### config.mk
export PLATFORM = sky130hd
export DESIGN_NAME = cpu_loader
export DESIGN_NICKNAME = d
export VERILOG_FILES = /design/src/rtl/cpu_loader.sv
export SDC_FILE = /design/constraint.sdc
export NUM_CORES = 1
export LEC_CHECK = 0
export BUFFER_PORTS_ARGS = -buffer_cell sky130_fd_sc_hd__buf_4
export CAP_MARGIN = 5
export CORE_MARGIN = 2
export CORE_UTILIZATION = 40
export DETAILED_ROUTE_END_ITERATION = 6
export SETUP_SLACK_MARGIN = 0.3
export SLEW_MARGIN = 20
export SYNTH_ARGS = -nofsm -noshare
export SYNTH_HDL_FRONTEND = slang
export SYNTH_SLANG_ARGS = --single-unit
### constraint.sdc
create_clock -name clk -period 1.8 [get_ports clk]
set_clock_uncertainty 0.15 [all_clocks]
set_input_delay 0.09 -clock clk [delete_from_list [all_inputs] [get_ports clk]]
set_output_delay 0.09 -clock clk [all_outputs]
set_load 0.02 [all_outputs]
### src/rtl/cpu_loader.sv
// Byte-stream program loader: writes instruction/data memory images through the
// core's debug write ports and gates the core reset. Optional checksum: LOADER_CHECKSUM_EN.
module cpu_loader #(
  parameter int         ADDR_W   = 8,
  parameter logic [7:0] HDR_INST = 8'h49,
  parameter logic [7:0] HDR_DATA = 8'h44,
  parameter logic [7:0] HDR_GO   = 8'h47,
  parameter logic [7:0] HDR_HALT = 8'h48
) (
  input  logic              clk,
  input  logic              rstn,
  input  logic [7:0]        rx_data,
  input  logic              rx_valid,
  output logic              rx_ready,
  output logic              inst_we,
  output logic              data_we,
  output logic [ADDR_W-1:0] inst_addr,
  output logic [ADDR_W-1:0] data_addr,
  output logic [31:0]       wdata,
  output logic              cpu_rstn,
  output logic              busy,
  output logic              err
);

  typedef enum logic [2:0] {
    S_IDLE,
    S_ADDR,
    S_CNT,
    S_PAYLOAD,
    S_WRITE,
    S_RUN
`ifdef LOADER_CHECKSUM_EN
    , S_CSUM
`endif
  } state_t;

  state_t            r_state;
  state_t            w_state_next;
  logic              r_tgt_data;
  logic [ADDR_W-1:0] r_inst_addr;
  logic [ADDR_W-1:0] r_data_addr;
  logic [8:0]        r_words;
  logic [1:0]        r_byte_idx;
  logic              r_cpu_rstn;
  logic              r_err;

  logic              w_accept;
  logic              w_is_load_hdr;
  logic              w_last_word;
  logic              w_hdr_take;
  logic              w_go;
  logic              w_halt;
  logic              w_bad_byte;
  logic              w_csum_bad;
  logic              w_payload_take;
  logic [ADDR_W-1:0] w_rx_addr;
  logic [31:0]       w_wdata;

  assign w_accept       = rx_valid && rx_ready;
  assign w_is_load_hdr  = (rx_data == HDR_INST) || (rx_data == HDR_DATA);
  assign w_last_word    = (r_words == 9'd1);
  assign w_payload_take = (r_state == S_PAYLOAD) && w_accept;
  assign w_rx_addr      = ADDR_W'(rx_data);

`ifdef LOADER_CHECKSUM_EN
  logic [7:0] r_csum;

  always_ff @(posedge clk or negedge rstn) begin
    if (!rstn) begin
      r_csum <= 8'h00;
    end else if (w_hdr_take) begin
      r_csum <= 8'h00;
    end else if (w_payload_take) begin
      r_csum <= r_csum ^ rx_data;
    end
  end
`endif

  always_ff @(posedge clk or negedge rstn) begin
    if (!rstn) begin
      r_state <= S_IDLE;
    end else begin
      r_state <= w_state_next;
    end
  end

  always_comb begin
    w_state_next = r_state;
    w_hdr_take   = 1'b0;
    w_go         = 1'b0;
    w_halt       = 1'b0;
    w_bad_byte   = 1'b0;
    w_csum_bad   = 1'b0;
    case (r_state)
      S_IDLE: begin
        if (w_accept) begin
          if (w_is_load_hdr) begin
            w_hdr_take   = 1'b1;
            w_state_next = S_ADDR;
          end else if (rx_data == HDR_GO) begin
            // A flagged error locks the core in reset until rstn.
            if (!r_err) begin
              w_go         = 1'b1;
              w_state_next = S_RUN;
            end
          end else if (rx_data != HDR_HALT) begin
            w_bad_byte = 1'b1;
          end
        end
      end
      S_ADDR: begin
        if (w_accept) w_state_next = S_CNT;
      end
      S_CNT: begin
        if (w_accept) w_state_next = S_PAYLOAD;
      end
      S_PAYLOAD: begin
        if (w_accept && (r_byte_idx == 2'd3)) w_state_next = S_WRITE;
      end
      S_WRITE: begin
        if (w_last_word) begin
`ifdef LOADER_CHECKSUM_EN
          w_state_next = S_CSUM;
`else
          w_state_next = S_IDLE;
`endif
        end else begin
          w_state_next = S_PAYLOAD;
        end
      end
      S_RUN: begin
        if (w_accept) begin
          if (w_is_load_hdr) begin
            w_hdr_take   = 1'b1;
            w_state_next = S_ADDR;
          end else if (rx_data == HDR_HALT) begin
            w_halt       = 1'b1;
            w_state_next = S_IDLE;
          end
        end
      end
`ifdef LOADER_CHECKSUM_EN
      S_CSUM: begin
        if (w_accept) begin
          w_csum_bad   = (rx_data != r_csum);
          w_state_next = S_IDLE;
        end
      end
`endif
      default: w_state_next = S_IDLE;
    endcase
  end

  always_ff @(posedge clk or negedge rstn) begin
    if (!rstn) begin
      r_tgt_data  <= 1'b0;
      r_inst_addr <= '0;
      r_data_addr <= '0;
      r_words     <= 9'd0;
      r_byte_idx  <= 2'd0;
      r_cpu_rstn  <= 1'b0;
      r_err       <= 1'b0;
    end else begin
      if (w_hdr_take) begin
        r_tgt_data <= (rx_data == HDR_DATA);
        r_byte_idx <= 2'd0;
      end
      if ((r_state == S_ADDR) && w_accept) begin
        if (r_tgt_data) r_data_addr <= w_rx_addr;
        else            r_inst_addr <= w_rx_addr;
      end
      // A count byte of zero stands for a full 256-word image.
      if ((r_state == S_CNT) && w_accept) begin
        r_words <= (rx_data == 8'h00) ? 9'd256 : {1'b0, rx_data};
      end
      if (w_payload_take) begin
        r_byte_idx <= r_byte_idx + 2'd1;
      end
      if (r_state == S_WRITE) begin
        if (r_tgt_data) r_data_addr <= r_data_addr + 1'b1;
        else            r_inst_addr <= r_inst_addr + 1'b1;
        r_words <= r_words - 9'd1;
      end
      if (w_go) begin
        r_cpu_rstn <= 1'b1;
      end else if (w_hdr_take || w_halt) begin
        r_cpu_rstn <= 1'b0;
      end
      if (w_bad_byte || w_csum_bad) begin
        r_err <= 1'b1;
      end
    end
  end

  for (genvar gi = 0; gi < 4; gi++) begin : g_lane
    logic [7:0] r_byte;

    always_ff @(posedge clk or negedge rstn) begin
      if (!rstn) begin
        r_byte <= 8'h00;
      end else if (w_payload_take && (r_byte_idx == 2'(gi))) begin
        r_byte <= rx_data;
      end
    end

    assign w_wdata[8*gi +: 8] = r_byte;
  end

  assign rx_ready  = (r_state != S_WRITE);
  assign inst_we   = (r_state == S_WRITE) && !r_tgt_data;
  assign data_we   = (r_state == S_WRITE) &&  r_tgt_data;
  assign inst_addr = r_inst_addr;
  assign data_addr = r_data_addr;
  assign wdata     = w_wdata;
  assign cpu_rstn  = r_cpu_rstn;
  assign err       = r_err;
  assign busy      = (r_state != S_IDLE) && (r_state != S_RUN);

endmodule

After elaboration in Yosys (flattened, before gate mapping) --
Cells that the tools add are included.
Storage, ports and cells: register bits 65, latch bits 0, bits in writable memories 0, ROM bits 0, input port bits 11, output and inout port bits 54, word-level logic and storage cells 108, memories kept 0
Operators by class: add/sub/neg operators 4, multipliers 0, div/mod/pow operators 0, $lt $le $gt $ge 0, equality and inequality tests 24, shift-type cells 0, mux-type cells 44, bitwise gates (word level) 0, reductions and logical operators 24
Operators with widths (count):
- 8-bit two-way mux | 8
- 8-bit by 7-bit == test with 1-bit output (second input constant) | 4
- 3-bit two-way mux | 10
- 9-bit two-way mux | 3
- 1-bit two-way mux | 19
- 3-bit case mux with 6 select lines | 1
- 8-bit by 1-bit adder with 8-bit output (second input constant) | 2
- 3-bit != test (second input constant) | 5
- 1-bit logical AND | 12
- 9-bit by 1-bit == test with 1-bit output (second input constant) | 1
- 9-bit by 1-bit subtractor with 9-bit output (second input constant) | 1
- 8-bit zero test | 1
- 2-bit != test (second input constant) | 4
- 8-bit by 7-bit != test with 1-bit output (second input constant) | 1
- 8-bit AND reduction | 1
- 3-bit by 2-bit == test with 1-bit output (second input constant) | 2
- 3-bit == test (second input constant) | 2
- 2-bit two-way mux | 3
- 2-bit nonzero test | 3
- 2-bit == test (second input constant) | 2
- 3-bit by 1-bit == test with 1-bit output (second input constant) | 1
- 3-bit zero test | 1
- 3-bit nonzero test | 1
- 2-bit by 1-bit adder with 2-bit output (second input constant) | 1
- other kinds (6) | 7

Logic depth before layout (Yosys ltp) --
Gate-level depths: netlist of run 1.
depth after elaboration 8, depth in mapped cells 8, gate-level depth less buffers 6

Worst setup path after synthesis of run 1 --
No wires, ideal clock.
kind flip-flop to output port, from register r_state[1], to output data_we, data arrival time 1538 ps, required time 1560 ps, slack 22 ps, stages on the path, launching flop included 6, path buffers 2, cell sequence dfrtp_1 > buf_2 > nor3b_4 > inv_2 > clkbuf_1 > nor2_1
On the way: cells in the longest elaborated chain, start to end 2
Ends and longest elaborated chain:
- start, declared | line 37 | state_t r_state;
- start signal, assigned | line 83 | r_state <= w_state_next;
- 3-bit == test | line 211 | assign data_we = (r_state == S_WRITE) && r_tgt_data;
- 1-bit logical AND | line 211
- end, declared | line 16 | output logic data_we,
No other way between the ends.

Final worst setup path of run 1 --
from register r_state[2], to register r_byte_idx[0]
On the way: cells in the longest elaborated chain, start to end 5, elaborated cells on any way between the ends 11, classes of those cells 3 x eq/ne; 3 x mux; 5 x reduce/logical
Ends and longest elaborated chain:
- 3-bit != test | line 209 | assign rx_ready = (r_state != S_WRITE);
- 1-bit logical AND | line 59 | assign w_accept = rx_valid && rx_ready;
- 1-bit two-way mux | line 132 | if (w_accept) begin
- 1-bit two-way mux
- 2-bit nonzero test (no line)
- end signal, assigned | line 177 | r_byte_idx <= r_byte_idx + 2'd1;
- end, declared | line 43 | logic [1:0] r_byte_idx;
Several ways; a longest one is shown, not always the timed one. A chain may end at the register's enable or synchronous reset.

==> reports/qor.txt, run 1 <==
FMAX = 570.0 MHz
Crit path launch = r_state[2]
Total Power = 8081 uW
CTS Buffer Depth = 2
Clk_lat worst skew = 350 ps
CTS tree = done
Placed insts = 508
First-pass detailed-route iteration total = 4
CTS Buf Count = 9
Final ANT Viol Nets = 0
Status = complete, but fails checks
Hold depth = 3
Main synth FF type = dfrtp_1
Max Cap Viol = 0
Seq/Total Area, Yosys = 0.4909
EDFF count, synth = 0
GRT overflow = 0
GPL Wtd Cong = 0.8904
Via/cell ratio = 5.465
Unrepaired setup endpoints after global routing = true
Root Buffer = clkbuf_8
Crit end category = flip-flop
Pwr Density = 1607 mW/mm^2
Worst slack, placed = 22.17 ps
Worst Slack Setup Final = 45.73 ps
Drt total wl = 10170 um
Antenna fix cells = 0
Net count after synthesis = 354
Crit path arrival time = 1850 ps
Nets@finish = 474
Input/output buffers = 64
Row count = 33
Final setup TNS = 0 ps
Largest net degree at the start of global routing = 49
1st-iter DRT viols = 158
Antenna violations before repair = 0
Vias = 3088
Worst-Margin Slew = 622.4 ps
Critical path class = reg2reg
Max-slew violation count = 0
Worst hold-check path type = in2reg
CP max FO = 6
Reg2Reg Depth = 7
Die X-Extent = 95.01 um
Die area = 0.009027 sq mm
Hold Slack = -57.29 ps
First-pass GRT wire length = 15660 um
Worst r2r src = r_state[2]
Core area = 0.008134 sq mm
Critical Path RT = 1890 ps
Minimum clock period = 1754 ps
Most frequent cells in the layout = buf_4 (86), dfrtp_1 (61), buf_6 (27), nor2_1 (25), mux2_2 (24)
Hold Vio Cnt, Final = 2
Post-route design area = 0.005029 sq mm
Residual DRC = 0
Failing checks = negative hold slack
CTS hold repair buffers = 9
Synth warn = 0
Clock Sink Count = 65
Area delta synth->final = 51.77%
Commonest non-fill, non-tap cell in the layout = buf_4
Placed Area = 0.004090 sq mm
Synth Cell Area = 0.003313 sq mm
Worst vdd ir = 0.9674 mV
Reg-to-Reg End = r_byte_idx[0]
Global Route Usage Sum = 0.2306
IO Pins = 65
Relative slew margins = 0.5850
Initial Util = 0.4073
Startpoint types = flip-flop
Number of global-route vias before repair = 3105
Final setup viols = 0
CP endpoint = r_byte_idx[0]
R2r setup slk = 50 ps
FF+latch count, synth = 65
CTS HTree Levels = 3
Post-DP HPWL = 6318 um
Wire per inst = 17.99 um
Layout Cells excl Fill = 565
Tcrit/Tclk final = 0.9746
Number of cells produced by synthesis = 335
Ratio of cells with drive above 1 in the final layout = 0.5109
Static leakage = 0.002242 uW
Die height = 95.01 um
Clock Pin Slew Worst Setup and Hold Paths = 80 ps
Fraction of registers with async set/reset = 1.000
Post-Synthesis Mean Instance Area = 9.890 sq um
Netlist cell types = 61
-- worst max-delay path: stages (launching register included) --
cell	delay (ps)
dfrtp_1	440
buf_6	160
nor3_4	310
buf_6	200
buf_4	120
buf_6	100
nand2b_1	100
o21ai_1	70
-- power breakdown --
| part | switching [uW] | internal, uW | leakage, uW |
|---|---|---|---|
| clock | 624 | 516 | 0.0000875 |
| combinational | 2270 | 1990 | 0.00139 |
| sequential | 581 | 2100 | 0.000769 |
-- worst min-delay path by stage --
stage                     from   endpoint
floorplan                 rstn  async pin
global placement          rstn  async pin
detailed placement        rstn  async pin
CTS                 rx_data[5]   cpu_rstn
global route        rx_data[5]   cpu_rstn
finish              rx_data[5]   cpu_rstn
-- stage by stage --
step | utilization | hold slack [ps]
6_report | 0.6182 | -57.29
5_1_grt | 0.6182 | -61.13
4_1_cts | 0.5890 | -66.03
3_5_place_dp | 0.5028 | 1.874
3_3_place_gp | 0.5028 | -8.296
2_1_floorplan | - | -355.6
-- logic make-up after synthesis --
family / synth area share
adder cells (fa/ha/maj): 0.03021
AND/OR/NAND/NOR: 0.1813
XOR/XNOR: 0.002644
multiplexers: 0.08497
flip-flops: 0.4909
AO/OA/AOI/OAI: 0.1662
buffers and inverters: 0.04380
-- metal layers --
| metal | track usage | wire length (um) |
|---|---|---|
| met5 | 0 | 0 |
| met4 | 0.06522 | 111 |
| met3 | 0.08142 | 663 |
| met2 | 0.3960 | 5219 |
| met1 | 0.2735 | 4170 |
-- state kept, by name (all words and copies together) (netlist names), named ones only --
signal,cells
r_tgt_data,1
cpu_rstn,1
r_state,3
data_addr,7
inst_addr,7
r_byte_idx,2
g_lane.r_byte,32
err,1
r_words,9
-- synthesized netlist by cell type (all sizes together) (2+ instances only) --
master,count,area [sq um]
a22oi,2,15.01
a221oi,2,17.52
clkbuf,7,27.52
a21oi,23,115.1
o22ai,7,43.79
a21o,3,22.52
o311ai,2,17.52
nand3,11,60.06
ha,8,100.1
nand4,5,31.28
a31oi,4,25.02
nand2,43,171.4
o211ai,4,30.03
nor2,34,135.1
buf,11,68.81
nor3,8,56.31
inv,12,45.04
mux2,25,281.5
o21a,3,22.52
nor3b,3,33.78
o21ai,19,95.09
a211oi,3,22.52
nand2b,2,12.51
and3,4,25.02
dfrtp,65,1627
-- layout make-up --
class	instances	area (sq um)
Sequential cell	65	1632
Timing Repair Buffer	125	1092
Tap cell	105	131.4
Multi-Input combinational cell	241	1934
Clock buffer	10	127.6
Inverter	13	60.06
Clock inverter	6	51.30
Fill cell	648	3105
-- timing repair --
| action | in CTS | in global routing |
|---|---|---|
| buffers inserted | 24 | 6 |
| resized for setup | 68 | 45 |
| pin swaps | 28 | 20 |
| hold endpoints to repair | 69 | 2 |
| gates cloned | 2 | 0 |
| endpoints found under the setup margin | 68 | 68 |
Power figures use the tool's default switching activity.
==> inputs of run 2 (changes only) <==
==> constraint.sdc (replaced) <==
create_clock -name clk -period 1.8 [get_ports clk]
set_clock_uncertainty 0.15 [all_clocks]
set_input_delay 0.18 -clock clk [delete_from_list [all_inputs] [get_ports clk]]
set_output_delay 0.18 -clock clk [all_outputs]
set_load 0.02 [all_outputs]
==> run 2 against run 1 <==
Compared with the run above: the run ends with negative setup slack left; worst hold slack better by 81 ps; sequential power hardly changed; via count is 1.5% higher; global-route usage is 0.43 points higher; final cell count is 0.18% lower; cell area is 0.22% higher; largest cell class unchanged; largest power group unchanged.
==> reports/qor.txt, run 2 (synthesis gave the netlist of run 1 again) <==
Unrepaired setup endpoints after global routing = true
Worst hold-check path type = in2reg
Global Route Usage Sum = 0.2349
Post-DP HPWL = 6227 um
Worst Slack Setup Final = -8.683 ps
Worst slack, placed = -38.65 ps
Startpoint types = flip-flop
First-pass GRT wire length = 16070 um
Final setup viols = 2
Largest registers = g_lane.r_byte: 32 flops, r_words: 9 flops
Crit path arrival time = 1480 ps
Relative slew margins = 0.6976
Register with the most flip-flops = g_lane.r_byte
Antenna violations before repair = 0
Die area = 0.009027 sq mm
Input/output buffers = 64
Max Cap Viol = 0
Drt total wl = 10060 um
Placed Area = 0.004101 sq mm
Pwr Density = 1667 mW/mm^2
CTS HTree Levels = 3
Status = complete, but fails checks
CP endpoint = inst_we
Worst r2r src = r_state[0]
Hold Vio Cnt, Final = 0
Residual DRC = 0
Clk_lat worst skew = 350 ps
Die X-Extent = 95.01 um
Crit end category = primary output
Worst-Margin Slew = 453.6 ps
Largest net degree at the start of global routing = 35
CTS Buffer Depth = 2
Hold Slack = 23.25 ps
Largest register FFs = 32
Nets@finish = 473
Critical path class = reg2out
Total Power = 8399 uW
Wire per inst = 17.84 um
Ratio of cells with drive above 1 in the final layout = 0.5142
Die height = 95.01 um
Largest stage delay, worst path = 460 ps
Tcrit/Tclk final = 1.005
Initial Util = 0.4073
Row count = 33
Area delta synth->final = 52.11%
Core area = 0.008134 sq mm
GRT overflow = 0
Static leakage = 0.002240 uW
Root Buffer = clkbuf_8
Minimum clock period = 1809 ps
Crit path launch = r_state[0]
CP max FO = 5
R2r setup slk = 10 ps
Worst vdd ir = 1.006 mV
Final ANT Viol Nets = 0
First-pass detailed-route iteration total = 4
GPL Wtd Cong = 0.8663
Post-route design area = 0.005040 sq mm
Number of global-route vias before repair = 3196
Max-slew violation count = 0
Clock Pin Slew Worst Setup and Hold Paths = 70 ps
Most frequent cells in the layout = buf_4 (97), dfrtp_1 (61), nand2_1 (28), mux2_2 (23), nor2_1 (22)
Via/cell ratio = 5.555
1st-iter DRT viols = 115
Commonest non-fill, non-tap cell in the layout = buf_4
IO Pins = 65
Reg-to-Reg End = inst_addr[4]
Failing checks = negative setup slack
Critical Path RT = 1470 ps
Vias = 3133
Reg2Reg Depth = 8
CTS tree = done
FMAX = 552.9 MHz
CP Cell Sequence = nor3b_4, inv_2, buf_12, nor2_4, buf_6
Worst path slowest cell = dfrtp_2
Final setup TNS = -8.921 ps
Antenna fix cells = 0
Clock Sink Count = 65
CTS Buf Count = 9
## run 2: changes by cell type in the layout (fill, tap and decap cells not counted), moves of 4 or more
cell / change
o21ai_2: -7
nand2_2: -5
nand2_1: +5
dlygate4sd3_1: -6
o21ai_1: +6
buf_12: +4
buf_6: -6
buf_4: +11
## run 2: critical path, delay by kind of cell (launching register included)
family                 cells  cell delay [ps]
buffers and inverters      3              350
DFF                        1              460
and+or+nand+nor            2              320
## run 2: final cells by class
class / instances / area, sq um
inverter: 13 / 48.80
multi-input combinational: 240 / 1939
clock buffer: 10 / 137.6
fill: 664 / 3094
clock inverter: 6 / 66.31
sequential: 65 / 1632
tap: 105 / 131.4
timing repair buffer: 125 / 1085
## run 2: metal layers
layer  wire length, um  vias up  GRT usage
met4               210        0    0.07850
met1              4083     1557     0.2851
met5                 0        -          0
met3               740       21    0.07510
met2              5024      116     0.3960
li1                  -     1439          -
## run 2: power breakdown
group / total (uW) / internal [uW] / leakage [uW] / switching, uW
clock: 1300 / 682 / 0.000107 / 617
sequential: 2680 / 2100 / 0.000768 / 577
combinational: 4420 / 2130 / 0.00137 / 2300
## run 2: stage by stage
step | cells | utilization
2_1_floorplan | 335 | -
3_3_place_gp | 509 | 0.5042
3_5_place_dp | 509 | 0.5042
4_1_cts | 558 | 0.6010
5_1_grt | 564 | 0.6196
6_report | 564 | 0.6196
## run 2: worst min path at each step
stage / end / cells past startpoint / slack, ps / start
after floorplan: async pin / 0 / -270 / rstn
after global placement: inst_addr[1] / 1 / 10 / rstn
after detailed placement: inst_addr[1] / 1 / 9 / rstn
after CTS: r_words[0] / 2 / 4 / rx_data[0]
after global routing: r_words[0] / 2 / 7 / rx_data[0]
final: r_words[2] / 3 / 20 / rx_data[2]
## run 2: what timing repair did
action	4_1_cts	5_1_grt
resized for setup	77	27
cloned	1	0
setup endpoints to repair	68	69
hold buffers	2	0
buffers inserted	30	6
pin swaps	17	21
endpoints found under the hold margin	32	0
